--- src/rtl/fp_pkg.sv ---
// Shared types and constants for the pipelined FP accumulation sequencer.
package fp_pkg;

  localparam int FP_W = 32;
  localparam logic [FP_W-1:0] FP_ZERO = 32'h0;

  typedef enum logic [1:0] {
    IDLE,
    ACCUM,
    REDUCE
  } state_e;

endpackage

--- src/rtl/fp_issue_tracker.sv ---
// Tracks which adder pipeline slots hold a live partial sum and how many are in flight.
module fp_issue_tracker #(
  parameter int LAT = 7,
  parameter int PW  = 3
) (
  input  logic          clk,
  input  logic          reset,
  input  logic          shift_in,
  output logic          ret_v,
  output logic [PW-1:0] inflight
);

  logic [LAT-1:0] vld_sr_q, vld_sr_d;

  assign vld_sr_d = {vld_sr_q[LAT-2:0], shift_in};
  assign ret_v    = vld_sr_q[LAT-1];

  // NOTE: sequential state uses <= so every flop samples pre-edge values.
  always_ff @(posedge clk) begin
    if (reset) vld_sr_q <= '0;
    else       vld_sr_q <= vld_sr_d;
  end

  always_comb begin
    inflight = '0;
    for (int i = 0; i < LAT; i++) inflight = inflight + PW'(vld_sr_q[i]);
  end

endmodule

--- src/rtl/fp_accum_sched.sv ---
// Streams `count` FP32 values into a shared fixed-latency adder, one partial per
// pipeline stage, then folds the in-flight partials pairwise into a single sum.
module fp_accum_sched
  import fp_pkg::*;
#(
  parameter int ADD_LAT = 7,
  parameter int CNT_W   = 16
) (
  input  logic             clk,
  input  logic             reset,
  input  logic             start,
  input  logic [CNT_W-1:0] count,
  input  logic             in_valid,
  input  logic [FP_W-1:0]  in_data,
  output logic             in_ready,
  output logic [FP_W-1:0]  add_dataa,
  output logic [FP_W-1:0]  add_datab,
  input  logic [FP_W-1:0]  add_result,
  output logic             busy,
  output logic             done,
  output logic [FP_W-1:0]  sum
);

  localparam int PW = $clog2(ADD_LAT + 1);
  localparam logic [PW-1:0] LAT_P = PW'(ADD_LAT);

  state_e           state_q, state_d;
  logic [CNT_W-1:0] count_q, count_d;
  logic [CNT_W-1:0] accepted_q, accepted_d;
  logic [PW-1:0]    partials_q, partials_d;
  logic [FP_W-1:0]  held_q, held_d;
  logic [FP_W-1:0]  sum_q, sum_d;
  logic             held_v_q, held_v_d;
  logic             done_q, done_d;

  logic             issue;
  logic             ret_v;
  logic [PW-1:0]    inflight;
  logic [FP_W-1:0]  ret;

  fp_issue_tracker #(
    .LAT(ADD_LAT),
    .PW (PW)
  ) u_tracker (
    .clk     (clk),
    .reset   (reset),
    .shift_in(issue),
    .ret_v   (ret_v),
    .inflight(inflight)
  );

  // Results in slots not marked live are stale and must never be consumed.
  assign ret  = ret_v ? add_result : FP_ZERO;
  assign busy = (state_q != IDLE);
  assign done = done_q;
  assign sum  = sum_q;

  always_comb begin
    // NOTE: every output of this block gets a default first, so no latches are inferred.
    state_d    = state_q;
    count_d    = count_q;
    accepted_d = accepted_q;
    partials_d = partials_q;
    held_d     = held_q;
    held_v_d   = held_v_q;
    sum_d      = sum_q;
    done_d     = 1'b0;
    issue      = 1'b0;
    in_ready   = 1'b0;
    add_dataa  = FP_ZERO;
    add_datab  = FP_ZERO;

    unique case (state_q)
      IDLE: begin
        if (start) begin
          if (count != '0) begin
            state_d    = ACCUM;
            count_d    = count;
            accepted_d = '0;
            partials_d = '0;
          end else begin
            sum_d  = FP_ZERO;
            done_d = 1'b1;
          end
        end
      end

      ACCUM: begin
        // Each stage carries its own partial; a bubble just adds +0.0.
        in_ready   = 1'b1;
        issue      = 1'b1;
        add_dataa  = ret;
        add_datab  = in_valid ? in_data : FP_ZERO;
        partials_d = (partials_q == LAT_P) ? LAT_P : partials_q + 1'b1;
        if (in_valid) begin
          accepted_d = accepted_q + 1'b1;
          if (accepted_q == count_q - 1'b1) state_d = REDUCE;
        end
      end

      REDUCE: begin
        if (ret_v) begin
          if (held_v_q) begin
            issue      = 1'b1;
            add_dataa  = held_q;
            add_datab  = add_result;
            held_v_d   = 1'b0;
            partials_d = partials_q - 1'b1;
          end else if (partials_q == PW'(1)) begin
            sum_d      = add_result;
            done_d     = 1'b1;
            partials_d = '0;
            state_d    = IDLE;
          end else begin
            held_d   = add_result;
            held_v_d = 1'b1;
          end
        end
      end

      default: state_d = IDLE;
    endcase
  end

  always_ff @(posedge clk) begin
    if (reset) begin
      state_q    <= IDLE;
      count_q    <= '0;
      accepted_q <= '0;
      partials_q <= '0;
      held_q     <= FP_ZERO;
      held_v_q   <= 1'b0;
      sum_q      <= FP_ZERO;
      done_q     <= 1'b0;
    end else begin
      state_q    <= state_d;
      count_q    <= count_d;
      accepted_q <= accepted_d;
      partials_q <= partials_d;
      held_q     <= held_d;
      held_v_q   <= held_v_d;
      sum_q      <= sum_d;
      done_q     <= done_d;
    end
  end

  // Every live partial is either in the adder or parked in the holding register.
  a_partials_consistent : assert property (@(posedge clk) disable iff (reset)
    partials_q == inflight + PW'(held_v_q));

endmodule

--- config.mk ---
export PLATFORM = sky130hd
export DESIGN_NAME = fp_accum_sched
export DESIGN_NICKNAME = d
export VERILOG_FILES = /design/src/rtl/fp_pkg.sv /design/src/rtl/fp_issue_tracker.sv /design/src/rtl/fp_accum_sched.sv
export SDC_FILE = /design/constraint.sdc
export NUM_CORES = 1
export LEC_CHECK = 0
export CORE_MARGIN = 5
export CORE_UTILIZATION = 43
export DETAILED_ROUTE_END_ITERATION = 7
export GPL_ROUTABILITY_DRIVEN = 0
export PLACE_DENSITY = 0.78
export REMOVE_ABC_BUFFERS = 1
export SYNTH_ARGS = -nofsm -noshare
export SYNTH_HDL_FRONTEND = slang
export SYNTH_HIERARCHICAL = 1
export SYNTH_SLANG_ARGS = --single-unit
export TNS_END_PERCENT = 100
--- constraint.sdc ---
create_clock -name clk -period 2.58 [get_ports clk]
set_clock_uncertainty 0.15 [all_clocks]
set_input_delay 0.645 -clock clk [delete_from_list [all_inputs] [get_ports clk]]
set_output_delay 0.645 -clock clk [all_outputs]
set_load 0.01 [all_outputs]
==> impl_metrics.py, run 1 <==
metrics = {
    "placed_design": {
        "numPortBuffers": 182,
        "dp_cells": 1140,
        "place_hpwl_um": 13700,
        "place_ws_ns": -0.604,
        "placed_cell_area_um2": 8410,
    },
    "setup_path": {
        "timing.rr.end": "accepted_q[11]",
        "path_buf_inv": 6,
        "r2r-start": "state_q[1]",
        "reg2reg_depth": 11,
        "critPathArrivalTime_ns": 1.89,
        "end_kind": "output port",
        "cp_cell_sequence": "inv_2 > buf_4 > ha_4 > buf_12 > buf_4 > buf_4 > nor2b_2 > buf_2",
        "r2r_slack_ns": 0.01,
        "slowest_stage": "dfxtp_2",
        "critPathKind": "reg2out",
        "critPathLaunchType": "flip-flop",
        "cp_max_fo": 5,
        "critPathTopFamily": "buffers and inverters",
        "cpMostUsedCell": "buf_4",
        "critPathRequiredTime_ns": 1.78,
        "slowest_delay_ns": 0.36,
    },
    "routing": {
        "drtPass1Iterations": 5,
        "drc": 0,
        "wl_per_cell_um": 21.2,
        "num_vias": 6985,
        "viasPerCell": 5.89,
        "wl_um": 25200,
        "drtIter0Drc": 697,
        "final_antenna_net_count": 0,
    },
    "timing": {
        "fmax_ghz": 0.372,
        "setup_ws_ns": -0.107,
        "tightest_slew_ns": 0.810,
        "rsz0062_at_grt": "true",
        "slew_violations": 0,
        "fin_tns_setup_ns": -2.84,
        "finalSetupViolations": 54,
        "hold_viol_final": 0,
        "period_needed_ns": 2.69,
        "relSlewSlack_pct": 45.6,
        "finalCritPeriodShare_pct": 104,
    },
    "pwr": {
        "vdd_ir_drop_max_mv": 0.410,
        "p_leak_nw": 3.48,
        "fin_total_pwr_w": 0.00490,
        "p_per_area_nw_per_um2": 507,
    },
    "clocking": {
        "clkTransAtPathRegs_ns": 0.08,
        "cts_buffers": 9,
        "clock_path_buffers": 2,
        "cts_hold_buf": 0,
        "cts_max_level": 3,
        "tritoncts": "done",
        "cts_root_buf": "clkbuf_16",
        "insertion_delay_ns": 0.35,
        "cts.sinks": 110,
    },
    "flow_run": {
        "cap_violations": 0,
    },
    "cells_and_area": {
        "nets": 1098,
        "fin_area_um2": 9660,
        "layoutNonFillerInstCount": 1185,
        "drive_gt1_share_pct": 32.7,
        "synthToLayoutAreaGrowth_pct": 66.8,
        "antenna_cells": 0,
    },
    "grt": {
        "grt_max_degree": 42,
        "grt_remaining_overflow": 0,
        "antenna_found_initial": 0,
        "grt_usage_pct": 27.9,
        "grt_pass1_wl_um": 35500,
        "grt_pass1_vias": 6656,
    },
    "synth": {
        "synthCells": 750,
        "yosys_warnings": 6,
        "syn_area_um2": 5800,
        "postSynthAreaPerCell_um2": 7.73,
    },
    "die": {
        "fp.dieH_um": 126,
        "ioPinCount": 183,
        "dieArea_um2": 15900,
        "fp.dieW_um": 126,
        "start_util_pct": 43.8,
        "core-area_um2": 13200,
        "fp-row-count": 42,
    },
    "hold_path": {
        "min-delay-start": "sum[14]",
        "min_path_cells": 2,
        "hp-class": "reg2reg",
        "holdPathEnd": "sum[14]",
    },
    "status": {
        "violations": "setup timing",
        "status": "complete, but fails checks",
    },
}
[worst min-delay path, cell delays in order, from the launching register on]
cell and delay (ns):
dfxtp_1 0.31, nand2_1 0.05, a21oi_1 0.05
[layer usage]
metal	vias to the layer above	global-route usage, %	share of wire (%)
met1	3298	33.9	37
li1	3118	-	-
met2	451	45.9	48
met4	0	16.2	6.3
met3	118	5.63	8.6
met5	-	0	0
[how the worst max path moves through the flow]
stage	end	cells after the start	from	slack, ns
2_1_floorplan	add_datab[0]	5	state_q[0]	-1.15
3_3_place_gp	accepted_q[15]	9	count[13]	-0.56
3_5_place_dp	accepted_q[15]	9	count[11]	-0.60
4_1_cts	add_dataa[11]	8	state_q[1]	-0.07
5_1_grt	state_q[1]	10	partials_q[1]	-0.16
6_report	add_dataa[25]	8	state_q[1]	-0.11
[metrics by stage]
stage          hold WS (ns)  utilization (%)
6_report              0.303             73.0
5_1_grt               0.313             73.0
4_1_cts               0.299             69.5
3_5_place_dp          0.285             63.5
3_3_place_gp          0.267             63.5
2_1_floorplan         0.264                -
[placed cells by master, fill, tap and decap left out, types with 4 or more instances in the layout]
cell type	n
o21ai_0	11
buf_2	48
a22oi_1	17
and2_4	4
buf_4	81
dfxtp_1	107
nand2b_1	7
xor2_1	19
a22oi_2	47
nor2_1	22
a21oi_1	81
xnor2_1	18
nand4_1	4
nor2b_2	8
dlygate4sd2_1	7
buf_6	26
clkdlybuf4s50_1	100
a21oi_2	11
buf_16	11
buf_12	15
or4_4	5
nand3_2	5
nor2b_4	18
clkbuf_2	7
nand2_1	143
nand3_1	32
nor2b_1	48
nor3_1	7
ha_1	6
clkbuf_16	11
inv_1	9
nand3_4	5
[layout make-up]
type	instances	area, µm²
repair buffers	302	2970
fillers	915	3580
clock inverters	3	21.3
flip-flops and latches	110	2210
clock buffers	12	246
inverters	11	43.8
well taps	176	220
multi-input cells	571	3950
[flip-flops by register name, indices dropped and copies added (netlist names)]
name / cells
u_tracker/vld_sr_q: 7
count_q: 16
sum: 32
accepted_q: 16
state_q: 2
partials_q: 3
held_v_q: 1
held_q: 32
done: 1
[report_power, final]
group	switching (W)	leakage, nW	total (W)	internal, W
clock network	0.000640	0.129	0.00132	0.000679
logic	0.000805	2.46	0.00178	0.000976
registers	0.0000570	0.890	0.00180	0.00174
[what timing repair did]
item	4_1_cts	5_1_grt
setup buffers	13	4
pin swaps	41	29
setup endpoints to repair	133	126
resized for setup	361	118
gates cloned	12	2
(Power assumes the default switching activity.)
==> run 2: changes to the inputs <==
CAP_MARGIN = 10   (was unset)
==> results of run 2 <==
The final DEF is identical to that of run 1; final timing and power are the same.
==> run 3: changes to the inputs <==
CORE_MARGIN = unset   (was 5)
==> run 3 against run 2 <==
Against the previous run: the run still ends with setup timing left; cell area up 3.6%; maximum frequency shrank 5.5%; critical endpoint is now add_datab[22]; sequential share of layout area is 0.77 points lower; setup slack worse by 0.16 ns; combinational power up 12%; die area fell by 12%.
==> impl_metrics.py, run 3 (synthesis gave the netlist of run 1 again) <==
metrics = {
    "setup_path": {
        "cp_cell_sequence": "buf_6 > ha_4 > buf_6 > and2_4 > buf_16 > buf_12 > a22oi_2 > nor2b_1 > buf_2",
        "slowest_stage": "dfxtp_2",
        "critPathKind": "reg2out",
        "r2r-start": "partials_q[1]",
        "cp_max_fo": 7,
        "critPathRequiredTime_ns": 1.78,
        "cpMostUsedCell": "buf_6",
        "critPathLaunchType": "flip-flop",
        "end_kind": "output port",
        "critPathArrivalTime_ns": 2.05,
        "slowest_delay_ns": 0.36,
        "reg2reg_depth": 11,
        "timing.rr.end": "state_q[1]",
        "r2r_slack_ns": -0.11,
    },
    "grt": {
        "use_met3_pct": 7.85,
        "grtUsageMet2_pct": 55.3,
        "grt_pass1_wl_um": 37700,
        "met1_usage_pct": 41.3,
        "grt_usage_pct": 34.6,
        "grt_remaining_overflow": 0,
        "antenna_found_initial": 0,
        "grt_pass1_vias": 6950,
        "grt_max_degree": 45,
        "grt_busiest_layer": "met2",
    },
    "clocking": {
        "cts_max_level": 3,
        "cts_buffers": 9,
        "clock_path_buffers": 2,
        "tritoncts": "done",
        "cts_root_buf": "clkbuf_16",
        "insertion_delay_ns": 0.37,
        "clkTransAtPathRegs_ns": 0.07,
        "cts.sinks": 110,
    },
    "routing": {
        "viasPerCell": 6.26,
        "num_vias": 7535,
        "drtPass1Iterations": 6,
        "drtIter0Drc": 982,
        "final_antenna_net_count": 0,
        "drc": 0,
        "wl_per_cell_um": 23.8,
        "wl_um": 28700,
    },
    "timing": {
        "hold_viol_final": 0,
        "period_needed_ns": 2.84,
        "tightest_slew_ns": 0.718,
        "relSlewSlack_pct": 51.8,
        "setup_ws_ns": -0.264,
        "rsz0062_at_grt": "true",
        "finalSetupViolations": 73,
        "slew_violations": 0,
        "fin_tns_setup_ns": -6.07,
        "fmax_ghz": 0.352,
        "finalCritPeriodShare_pct": 110,
    },
    "die": {
        "fp.dieW_um": 118,
        "start_util_pct": 43.9,
        "ioPinCount": 183,
        "fp-row-count": 42,
        "core-area_um2": 13200,
        "fp.dieH_um": 118,
        "dieArea_um2": 13900,
    },
    "pwr": {
        "power.switching_w": 0.00164,
        "p_seq_share_pct": 33.8,
        "pwr-share-comb_pct": 37.6,
        "p_leak_nw": 3.64,
        "vdd_ir_drop_max_mv": 0.383,
        "clkPwrFrac_pct": 28.6,
        "internal-power_w": 0.00366,
        "p_per_area_nw_per_um2": 529,
        "fin_total_pwr_w": 0.00529,
        "switching_share_pct": 31.0,
    },
    "cells_and_area": {
        "antenna_cells": 0,
        "fillers": 779,
        "synthToLayoutAreaGrowth_pct": 72.7,
        "final_cell_mix": "130 x nand2_1, 105 x dfxtp_1, 99 x clkdlybuf4s50_1",
        "nets": 1117,
        "drive_gt1_share_pct": 35.9,
        "final_common_cell": "nand2_1",
    },
    "placed_design": {
        "numPortBuffers": 182,
        "place_hpwl_um": 14000,
    },
    "hold_path": {
        "hp-class": "reg2reg",
        "min_path_cells": 1,
        "min-delay-start": "u_tracker/vld_sr_q[2]",
        "holdPathEnd": "u_tracker/vld_sr_q[3]",
    },
    "flow_run": {
        "cap_violations": 0,
    },
    "status": {
        "status": "complete, but fails checks",
        "violations": "setup timing",
    },
}
## run 3: worst max path at each step
stage,startpoint,end,cells past startpoint
2_1_floorplan,state_q[0],add_datab[0],5
3_3_place_gp,count[10],state_q[1],9
3_5_place_dp,in_valid,add_datab[31],6
4_1_cts,state_q[0],add_datab[5],9
5_1_grt,state_q[0],add_datab[22],9
6_report,state_q[0],add_datab[22],9
## run 3: power groups by stage
stage               Sequential (W)  Combinational, W  Clock, W
detailed placement         0.00182           0.00135         0
floorplan                  0.00182          0.000627         0
global placement           0.00182           0.00133         0
CTS                        0.00179           0.00181   0.00148
global route               0.00179           0.00206   0.00158
finish                     0.00179           0.00199   0.00151
## run 3: area by class of cell
| class | count | area, µm² | share of cell area (%) |
|---|---|---|---|
| tap | 176 | 220 | 2.20 |
| multi-input combinational | 571 | 4060 | 40.5 |
| clock buffer | 10 | 229 | 2.29 |
| timing repair buffer | 321 | 3170 | 31.7 |
| inverter | 11 | 46.3 | 0.462 |
| sequential | 110 | 2210 | 22.1 |
| clock inverter | 4 | 73.8 | 0.737 |
## run 3: metal layers
metal / vias to the layer above / routed length [µm]
met2: 617 / 12900
met3: 205 / 3230
met5: - / 0
met4: 0 / 2290
met1: 3552 / 10300
li1: 3161 / -
## run 3: what timing repair did
| item | 4_1_cts | 5_1_grt |
|---|---|---|
| setup endpoints to repair | 121 | 112 |
| pin swaps | 21 | 57 |
| buffers inserted | 24 | 7 |
| resized for setup | 404 | 114 |
| hold buffers | 0 | 0 |
| cloned | 13 | 2 |
## run 3: metrics by stage
| step | cells | hold slack [ns] | cell area [µm²] | utilization, % | setup WS (ns) |
|---|---|---|---|---|---|
| floorplan | 692 | 0.264 | 5560 | - | -1.15 |
| global placement | 1149 | 0.266 | 8460 | 64.1 | -0.575 |
| detailed placement | 1149 | 0.275 | 8460 | 64.1 | -0.614 |
| CTS | 1198 | 0.293 | 9500 | 72.0 | -0.136 |
| global route | 1203 | 0.311 | 10000 | 75.9 | -0.283 |
| finish | 1203 | 0.296 | 10000 | 75.9 | -0.264 |
## run 3: worst max-delay path: cells and delay by family, from the launching register on
family                   cells  cell delay (ns)
AND/OR/NAND/NOR              2             0.47
adder cells (fa/ha/maj)      1             0.13
flip-flops                   1             0.36
buffers and inverters        5             0.66
AO/OA/AOI/OAI                1             0.06
